==> src/rtl/gshare_btb_branch_predictor_if.sv <==
// Signal bundle between fetch/execute and the gshare/BTB branch predictor.
interface gshare_btb_branch_predictor_if #(
    parameter int DATA_WIDTH = 32,
    parameter int GHR_BITS   = 6
);
    // Fetch performs one lookup per cycle and has no handshake; stall_f only freezes speculative
    // state. The update side is valid-only: upd_valid qualifies every upd_* field for exactly
    // one cycle, there is no ready, and the predictor accepts every valid update.
    logic [DATA_WIDTH-1:0] pc_f;
    logic [DATA_WIDTH-1:0] instr_f;
    logic                  stall_f;
    logic                  predict_taken_f;
    logic [DATA_WIDTH-1:0] branch_target_f;
    logic [GHR_BITS-1:0]   ghr_f;
    logic                  upd_valid;
    logic [DATA_WIDTH-1:0] upd_pc;
    logic                  upd_is_cond;
    logic                  upd_is_jal;
    logic                  upd_taken;
    logic [DATA_WIDTH-1:0] upd_target;
    logic                  upd_mispredict;
    logic [GHR_BITS-1:0]   upd_ghr;

    modport master (
        output pc_f, instr_f, stall_f,
        output upd_valid, upd_pc, upd_is_cond, upd_is_jal, upd_taken, upd_target,
        output upd_mispredict, upd_ghr,
        input  predict_taken_f, branch_target_f, ghr_f
    );

    modport slave (
        input  pc_f, instr_f, stall_f,
        input  upd_valid, upd_pc, upd_is_cond, upd_is_jal, upd_taken, upd_target,
        input  upd_mispredict, upd_ghr,
        output predict_taken_f, branch_target_f, ghr_f
    );
endinterface

==> src/rtl/gshare_btb_branch_predictor.sv <==
// Gshare direction predictor with a tagged direct-mapped BTB and a speculative, repairable GHR.
// Define RAS_EN to add a return address stack that predicts JALR returns.
module gshare_btb_branch_predictor #(
    parameter int DATA_WIDTH = 32,
    parameter int BTB_ROWS   = 16,
    parameter int PHT_ROWS   = 64,
    parameter int GHR_BITS   = 6,
    parameter int CTR_BITS   = 2,
    parameter int RAS_DEPTH  = 4
) (
    input logic                          clk,
    input logic                          rst_n,
    gshare_btb_branch_predictor_if.slave bp
);
    localparam int IDX_BITS = $clog2(BTB_ROWS);
    localparam int PHT_BITS = $clog2(PHT_ROWS);
    localparam int TAG_BITS = DATA_WIDTH - IDX_BITS - 2;
    localparam logic [CTR_BITS-1:0] CTR_INIT = CTR_BITS'((1 << (CTR_BITS - 1)) - 1);
    localparam logic [CTR_BITS-1:0] CTR_MAX  = '1;
    localparam logic [6:0] OP_BRANCH = 7'b1100011;
    localparam logic [6:0] OP_JAL    = 7'b1101111;
    localparam logic [6:0] OP_JALR   = 7'b1100111;

    logic                  btb_valid_q  [BTB_ROWS];
    logic                  btb_valid_d  [BTB_ROWS];
    logic [TAG_BITS-1:0]   btb_tag_q    [BTB_ROWS];
    logic [TAG_BITS-1:0]   btb_tag_d    [BTB_ROWS];
    logic [DATA_WIDTH-1:0] btb_target_q [BTB_ROWS];
    logic [DATA_WIDTH-1:0] btb_target_d [BTB_ROWS];
    logic [CTR_BITS-1:0]   pht_q        [PHT_ROWS];
    logic [CTR_BITS-1:0]   pht_d        [PHT_ROWS];
    logic [GHR_BITS-1:0]   ghr_q, ghr_d;

    logic [6:0]            opcode_f;
    logic                  fetch_cond, fetch_jal;
    logic [IDX_BITS-1:0]   btb_idx_f, btb_idx_u;
    logic [TAG_BITS-1:0]   btb_tag_f, btb_tag_u;
    logic [PHT_BITS-1:0]   pht_idx_f, pht_idx_u;
    logic                  btb_hit_f;
    logic                  pred_taken;
    logic [DATA_WIDTH-1:0] pred_target;

    assign opcode_f   = bp.instr_f[6:0];
    assign fetch_cond = (opcode_f == OP_BRANCH);
    assign fetch_jal  = (opcode_f == OP_JAL);
    assign btb_idx_f  = bp.pc_f[IDX_BITS+1:2];
    assign btb_tag_f  = bp.pc_f[DATA_WIDTH-1:IDX_BITS+2];
    assign btb_idx_u  = bp.upd_pc[IDX_BITS+1:2];
    assign btb_tag_u  = bp.upd_pc[DATA_WIDTH-1:IDX_BITS+2];
    assign pht_idx_f  = bp.pc_f[PHT_BITS+1:2] ^ PHT_BITS'(ghr_q);
    assign pht_idx_u  = bp.upd_pc[PHT_BITS+1:2] ^ PHT_BITS'(bp.upd_ghr);
    assign btb_hit_f  = btb_valid_q[btb_idx_f] && (btb_tag_q[btb_idx_f] == btb_tag_f);

    logic unused_pc;
    assign unused_pc = &{1'b0, bp.pc_f[1:0], bp.upd_pc[1:0]};

`ifdef RAS_EN
    localparam int RAS_PTR_BITS = (RAS_DEPTH > 1) ? $clog2(RAS_DEPTH) : 1;

    logic [DATA_WIDTH-1:0]   ras_q [RAS_DEPTH];
    logic [DATA_WIDTH-1:0]   ras_d [RAS_DEPTH];
    logic [RAS_PTR_BITS-1:0] ras_ptr_q, ras_ptr_d, ras_top;
    logic [4:0]              rd_f, rs1_f;
    logic                    ras_push, ras_pop;

    assign rd_f     = bp.instr_f[11:7];
    assign rs1_f    = bp.instr_f[19:15];
    assign ras_top  = ras_ptr_q - 1'b1;
    assign ras_push = ((opcode_f == OP_JAL) || (opcode_f == OP_JALR)) &&
                      ((rd_f == 5'd1) || (rd_f == 5'd5));
    assign ras_pop  = (opcode_f == OP_JALR) && (rd_f == 5'd0) &&
                      ((rs1_f == 5'd1) || (rs1_f == 5'd5));

    // Pointer marks the next free slot; wrap silently overwrites the oldest return address.
    always_comb begin
        ras_d     = ras_q;
        ras_ptr_d = ras_ptr_q;
        if (!bp.stall_f) begin
            if (ras_push) begin
                ras_d[ras_ptr_q] = bp.pc_f + DATA_WIDTH'(4);
                ras_ptr_d        = ras_ptr_q + 1'b1;
            end else if (ras_pop) begin
                ras_ptr_d = ras_top;
            end
        end
    end

    always_ff @(posedge clk or negedge rst_n) begin
        if (!rst_n) ras_ptr_q <= '0;
        else        ras_ptr_q <= ras_ptr_d;
    end

    always_ff @(posedge clk) begin
        ras_q <= ras_d;
    end

    logic unused_instr;
    assign unused_instr = &{1'b0, bp.instr_f[31:20], bp.instr_f[14:12]};
`else
    logic unused_instr;
    assign unused_instr = &{1'b0, bp.instr_f[31:7], (RAS_DEPTH != 0)};
`endif

    always_comb begin
        pred_taken  = 1'b0;
        pred_target = bp.pc_f;
        if (btb_hit_f && (fetch_jal || (fetch_cond && pht_q[pht_idx_f][CTR_BITS-1]))) begin
            pred_taken  = 1'b1;
            pred_target = btb_target_q[btb_idx_f];
        end
`ifdef RAS_EN
        if (ras_pop) begin
            pred_taken  = 1'b1;
            pred_target = ras_q[ras_top];
        end
`endif
    end

    assign bp.predict_taken_f = pred_taken;
    assign bp.branch_target_f = pred_target;
    assign bp.ghr_f           = ghr_q;

    // Execute-stage repair outranks the speculative shift of the instruction now in fetch.
    always_comb begin
        ghr_d = ghr_q;
        if (bp.upd_valid && bp.upd_mispredict && bp.upd_is_cond)
            ghr_d = GHR_BITS'({bp.upd_ghr, bp.upd_taken});
        else if (bp.upd_valid && bp.upd_mispredict && bp.upd_is_jal)
            ghr_d = bp.upd_ghr;
        else if (fetch_cond && !bp.stall_f)
            ghr_d = GHR_BITS'({ghr_q, pred_taken});
    end

    always_comb begin
        pht_d = pht_q;
        if (bp.upd_valid && bp.upd_is_cond) begin
            if (bp.upd_taken && (pht_q[pht_idx_u] != CTR_MAX))
                pht_d[pht_idx_u] = pht_q[pht_idx_u] + 1'b1;
            else if (!bp.upd_taken && (pht_q[pht_idx_u] != '0))
                pht_d[pht_idx_u] = pht_q[pht_idx_u] - 1'b1;
        end
    end

    always_comb begin
        btb_valid_d  = btb_valid_q;
        btb_tag_d    = btb_tag_q;
        btb_target_d = btb_target_q;
        if (bp.upd_valid && bp.upd_taken && (bp.upd_is_cond || bp.upd_is_jal)) begin
            btb_valid_d[btb_idx_u]  = 1'b1;
            btb_tag_d[btb_idx_u]    = btb_tag_u;
            btb_target_d[btb_idx_u] = bp.upd_target;
        end
    end

    always_ff @(posedge clk or negedge rst_n) begin
        if (!rst_n) begin
            ghr_q        <= '0;
            pht_q        <= '{default: CTR_INIT};
            btb_valid_q  <= '{default: 1'b0};
            btb_tag_q    <= '{default: '0};
            btb_target_q <= '{default: '0};
        end else begin
            ghr_q        <= ghr_d;
            pht_q        <= pht_d;
            btb_valid_q  <= btb_valid_d;
            btb_tag_q    <= btb_tag_d;
            btb_target_q <= btb_target_d;
        end
    end
endmodule

==> src/flat_wrapper.sv <==
// flat-port wrapper written by rule: the top's interface ports become plain ports
module gshare_btb_branch_predictor_flat 
#(
    parameter int DATA_WIDTH = 32,
    parameter int BTB_ROWS   = 16,
    parameter int PHT_ROWS   = 64,
    parameter int GHR_BITS   = 6,
    parameter int CTR_BITS   = 2,
    parameter int RAS_DEPTH  = 4
)
  (clk, rst_n, bp_pc_f, bp_instr_f, bp_stall_f, bp_upd_valid, bp_upd_pc, bp_upd_is_cond, bp_upd_is_jal, bp_upd_taken, bp_upd_target, bp_upd_mispredict, bp_upd_ghr, bp_predict_taken_f, bp_branch_target_f, bp_ghr_f);
  gshare_btb_branch_predictor_if #(.DATA_WIDTH(DATA_WIDTH), .GHR_BITS(GHR_BITS)) bp_i ();
  input logic clk;
  input logic rst_n;
  input wire logic [$bits(bp_i.pc_f)-1:0] bp_pc_f;
  input wire logic [$bits(bp_i.instr_f)-1:0] bp_instr_f;
  input wire logic [$bits(bp_i.stall_f)-1:0] bp_stall_f;
  input wire logic [$bits(bp_i.upd_valid)-1:0] bp_upd_valid;
  input wire logic [$bits(bp_i.upd_pc)-1:0] bp_upd_pc;
  input wire logic [$bits(bp_i.upd_is_cond)-1:0] bp_upd_is_cond;
  input wire logic [$bits(bp_i.upd_is_jal)-1:0] bp_upd_is_jal;
  input wire logic [$bits(bp_i.upd_taken)-1:0] bp_upd_taken;
  input wire logic [$bits(bp_i.upd_target)-1:0] bp_upd_target;
  input wire logic [$bits(bp_i.upd_mispredict)-1:0] bp_upd_mispredict;
  input wire logic [$bits(bp_i.upd_ghr)-1:0] bp_upd_ghr;
  output wire logic [$bits(bp_i.predict_taken_f)-1:0] bp_predict_taken_f;
  output wire logic [$bits(bp_i.branch_target_f)-1:0] bp_branch_target_f;
  output wire logic [$bits(bp_i.ghr_f)-1:0] bp_ghr_f;
  assign bp_i.pc_f = bp_pc_f;
  assign bp_i.instr_f = bp_instr_f;
  assign bp_i.stall_f = bp_stall_f;
  assign bp_i.upd_valid = bp_upd_valid;
  assign bp_i.upd_pc = bp_upd_pc;
  assign bp_i.upd_is_cond = bp_upd_is_cond;
  assign bp_i.upd_is_jal = bp_upd_is_jal;
  assign bp_i.upd_taken = bp_upd_taken;
  assign bp_i.upd_target = bp_upd_target;
  assign bp_i.upd_mispredict = bp_upd_mispredict;
  assign bp_i.upd_ghr = bp_upd_ghr;
  assign bp_predict_taken_f = bp_i.predict_taken_f;
  assign bp_branch_target_f = bp_i.branch_target_f;
  assign bp_ghr_f = bp_i.ghr_f;
  gshare_btb_branch_predictor #(.DATA_WIDTH(DATA_WIDTH), .BTB_ROWS(BTB_ROWS), .PHT_ROWS(PHT_ROWS), .GHR_BITS(GHR_BITS), .CTR_BITS(CTR_BITS), .RAS_DEPTH(RAS_DEPTH)) u_core (.clk(clk), .rst_n(rst_n), .bp(bp_i));
endmodule
==> config.mk <==
export PLATFORM = sky130hd
export DESIGN_NAME = gshare_btb_branch_predictor_flat
export DESIGN_NICKNAME = d
export VERILOG_FILES = /design/src/rtl/gshare_btb_branch_predictor_if.sv /design/src/rtl/gshare_btb_branch_predictor.sv /design/src/flat_wrapper.sv
export SDC_FILE = /design/constraint.sdc
export NUM_CORES = 1
export LEC_CHECK = 0
export BUFFER_PORTS_ARGS = -buffer_cell sky130_fd_sc_hd__buf_2
export CAP_MARGIN = 0
export CORE_ASPECT_RATIO = 1.5
export CORE_MARGIN = 4
export CORE_UTILIZATION = 65
export DETAILED_ROUTE_END_ITERATION = 12
export GPL_ROUTABILITY_DRIVEN = 0
export PLACE_DENSITY = 0.9
export RECOVER_POWER = 100
export SLEW_MARGIN = 5
export SYNTH_ARGS = -nofsm -noshare
export SYNTH_HDL_FRONTEND = slang
export SYNTH_SLANG_ARGS = --single-unit
export TNS_END_PERCENT = 50
==> constraint.sdc <==
create_clock -name clk -period 11.7 [get_ports clk]
set_input_delay 2.925 -clock clk [delete_from_list [all_inputs] [get_ports clk]]
set_output_delay 2.925 -clock clk [all_outputs]
set_load 0.05 [all_outputs]
==> results_dict.tcl <==
set metrics [dict create \
    violations "max-capacitance violations, max-slew violations" \
    drc 0 \
    grt_max_degree 190 \
    yosys.area.top_type "dfrtp_1" \
    io_pins 181 \
    cp.required_ns 8.78 \
    ys_seq_elements 1078 \
    dpl.cell_count 4341 \
    multi_input_area_um2 22800 \
    ys_top_cells_by_area "dfrtp_1 50%, mux2_2 24%, mux4_2 12%, dfstp_2 3.3%, clkbuf_1 1.4%" \
    first_global_vias 33903 \
    cts_setup_buffers 0 \
    drive_gt1_frac 0.504 \
    synth_compound_area_frac 0.0238 \
    timing.final.crit_share 0.922 \
    port_buffers 153 \
    critPathSlowestCell "nor4_1" \
    synth_adder_area_share 0.000489 \
    r2r_cells 14 \
    final_antenna_net_count 0 \
    numClockSinks 1078 \
    hold_end "u_core.btb_valid_q[10]" \
    path_clk_slew_ns 0.07 \
    synth_edf_count 0 \
    wl_per_cell_um 30.2 \
    drt_first_pass_iters 7 \
    grt_remaining_overflow 0 \
    path_cells "clkbuf_8 -> buf_4 -> mux4_2 -> mux2i_1 -> xnor2_1 -> nor4_2 -> o22ai_1 -> nor4_1 -> nand4_4 -> clkbuf_2 -> mux2_1 -> buf_2" \
    timing.final.max_slew_violations 1539 \
    yosysSeqAreaShare 0.528 \
    track_usage 0.329 \
    viasPerCell 6.96 \
    crit_arrival_ns 7.86 \
    final_core_util 0.717 \
    worst_slew_pin_slew_ns 6.57 \
    outcome "finished, violations left" \
    cts_tree "yes" \
    path_max_fanout 61 \
    postSynthAreaPerCell_um2 15.1 \
    cp-start-kind "primary input" \
    routed_wl_mm 137 \
    synth_xor_area_frac 0.00904 \
    instances_no_fill 4533 \
    drtIter0Drc 2853 \
    hold_viol 0 \
    endpoint_kind "output pin" \
    yosysUniqueCellTypes 77 \
    n_fill_cell 4603 \
    htreeDepth 3 \
    hold_path_class "flop to flop" \
    antenna_found_initial 15 \
    area_growth_pct 8.75 \
    skew_ns 0.0247 \
    power_leakage_nw 25.0 \
    synth_cells 3391 \
    fin_area_um2 55700 \
    ctsResizeCount 0 \
    cts_buffers 98 \
    rsz0062_at_grt "no" \
    clock_latency_ns 0.68 \
    regArea_um2 27100 \
    setup_ws_ns 0.918 \
    drv_cap 36 \
    ir_drop_mv 0.187 \
    synth_top_family_by_area "multiplexers" \
    die_w_um 237 \
    synth_nets 3535 \
    die_h_um 352 \
    rrSetupSlack_ns 5.95 \
    initial_core_util 0.659 \
    cts-root-buf "clkbuf_16" \
    clk_path_buf_depth 3 \
    critPathLaunch "bp_pc_f[3]" \
    path_delay_family "buffers and inverters" \
    hpwlAfterDp_mm 79.5 \
    p_per_area_nw_per_um2 178 \
    crit_buf_inv 4 \
    yosysTopAreaCellShare 0.495 \
    row_count 125 \
    grt_pass1_wl_mm 208 \
    synth_top_flop_cell "dfrtp_1" \
    dr_total_vias 31560 \
    synthSimpleGateAreaFrac 0.0338 \
    min-delay-start "u_core.btb_valid_q[10]" \
    worst_slew_margin_rel -3.38 \
    tns_ns 0 \
    fmax_ghz 0.0927 \
    slowest_delay_ns 0.65 \
    place_area_um2 52700 \
    worst-setup-path-type "primary input to output pin" \
    pre_cts_ws_ns 1.59 \
    r2r-end "u_core.pht_q[95]" \
    coreArea_um2 77700 \
    fin_crit_ns 10.78 \
    synthArstFlopShare 1.00 \
    ctsHoldBuffers 0 \
    synthMuxAreaShare 0.379 \
    yosys_warnings 0 \
    whs_path_depth 1 \
    syn_area_um2 51200 \
    num-nets-final 3569 \
    finalSetupViolations 0 \
    fp.dieArea_um2 83400 \
]
[per-stage QoR]
stage / total power (W) / hold slack [ns]
2_1_floorplan: 0.00600 / 0.429
3_5_place_dp: 0.00659 / 0.453
3_3_place_gp: 0.00647 / 0.443
5_1_grt: 0.0102 / 0.478
4_1_cts: 0.00991 / 0.470
6_report: 0.00990 / 0.473
[routing by layer]
| metal | track usage | routed length [um] | part of all wire |
|---|---|---|---|
| met3 | 0.0765 | 12100 | 0.089 |
| met2 | 0.541 | 67500 | 0.49 |
| met5 | 0.00874 | 164 | 0.0012 |
| met1 | 0.403 | 48400 | 0.35 |
| met4 | 0.194 | 8600 | 0.063 |
[worst max path at each step]
stage                                     endpoint  slack [ns]  cells past startpoint
after global placement       bp_branch_target_f[9]        1.61                     11
after CTS                    bp_branch_target_f[6]        1.56                     11
after detailed placement     bp_branch_target_f[9]        1.59                     11
final                        bp_branch_target_f[6]        0.92                     12
after global routing      u_core.btb_target_q[300]        0.69                      3
after floorplan              bp_branch_target_f[3]        2.26                     11
[power by group]
part           leakage (nW)  total, W  internal, W  switching, W
Clock                  1.61   0.00330      0.00183       0.00147
Combinational          9.46   0.00182     0.000957      0.000859
Sequential             13.9   0.00478      0.00440      0.000384
[sequential cells by signal, summed over array words and instances, names as in the netlist, named ones only]
name,cells
u_core.btb_tag_q,416
u_core.btb_valid_q,16
u_core.pht_q,64
u_core.btb_target_q,512
u_core.bp.ghr_f,6
[cells in the mapped netlist, types with 30 or more instances]
| cell type | number |
|---|---|
| mux2i_1 | 49 |
| clkbuf_1 | 185 |
| mux2_2 | 1081 |
| mux2_4 | 30 |
| xnor2_1 | 30 |
| nand2_1 | 86 |
| buf_1 | 42 |
| dfrtp_1 | 1014 |
| dfstp_2 | 64 |
| nand3_1 | 36 |
| mux4_2 | 280 |
| nor2_1 | 118 |
[cell usage in the layout, fill, tap and decap left out, drive strengths merged, types with 11 or more instances in the layout]
master     n
diode     11
nand3     36
dfstp     64
inv       22
nand2     86
nor3      17
clkbuf   185
or2       19
xnor2     30
o22ai     18
mux2i     49
nand2b    14
mux4     280
clkinv    26
xor2      22
buf      168
a21oi     17
nor2     118
o21ai     27
mux2    1111
dfrtp   1014
[cell type report]
type | count | area share
multi-input combinational | 2019 | 0.410
clock inverter | 39 | 0.00811
antenna | 11 | 0.000494
timing repair buffer | 211 | 0.0210
inverter | 17 | 0.00117
tap | 1016 | 0.0228
sequential | 1078 | 0.486
clock buffer | 142 | 0.0508
[logic make-up (layout without fill, tap and decap cells)]
| kind of cell | Yosys count | count (layout) |
|---|---|---|
| buffers and inverters | 294 | 409 |
| adders and majority gates | 2 | 2 |
| and+or+nand+nor | 357 | 357 |
| AOI/OAI and AO/OA | 168 | 168 |
| other | 0 | 11 |
| muxes | 1440 | 1440 |
| xor gates and xnor gates | 52 | 52 |
| DFF | 1078 | 1078 |
(Power assumes the default switching activity.)
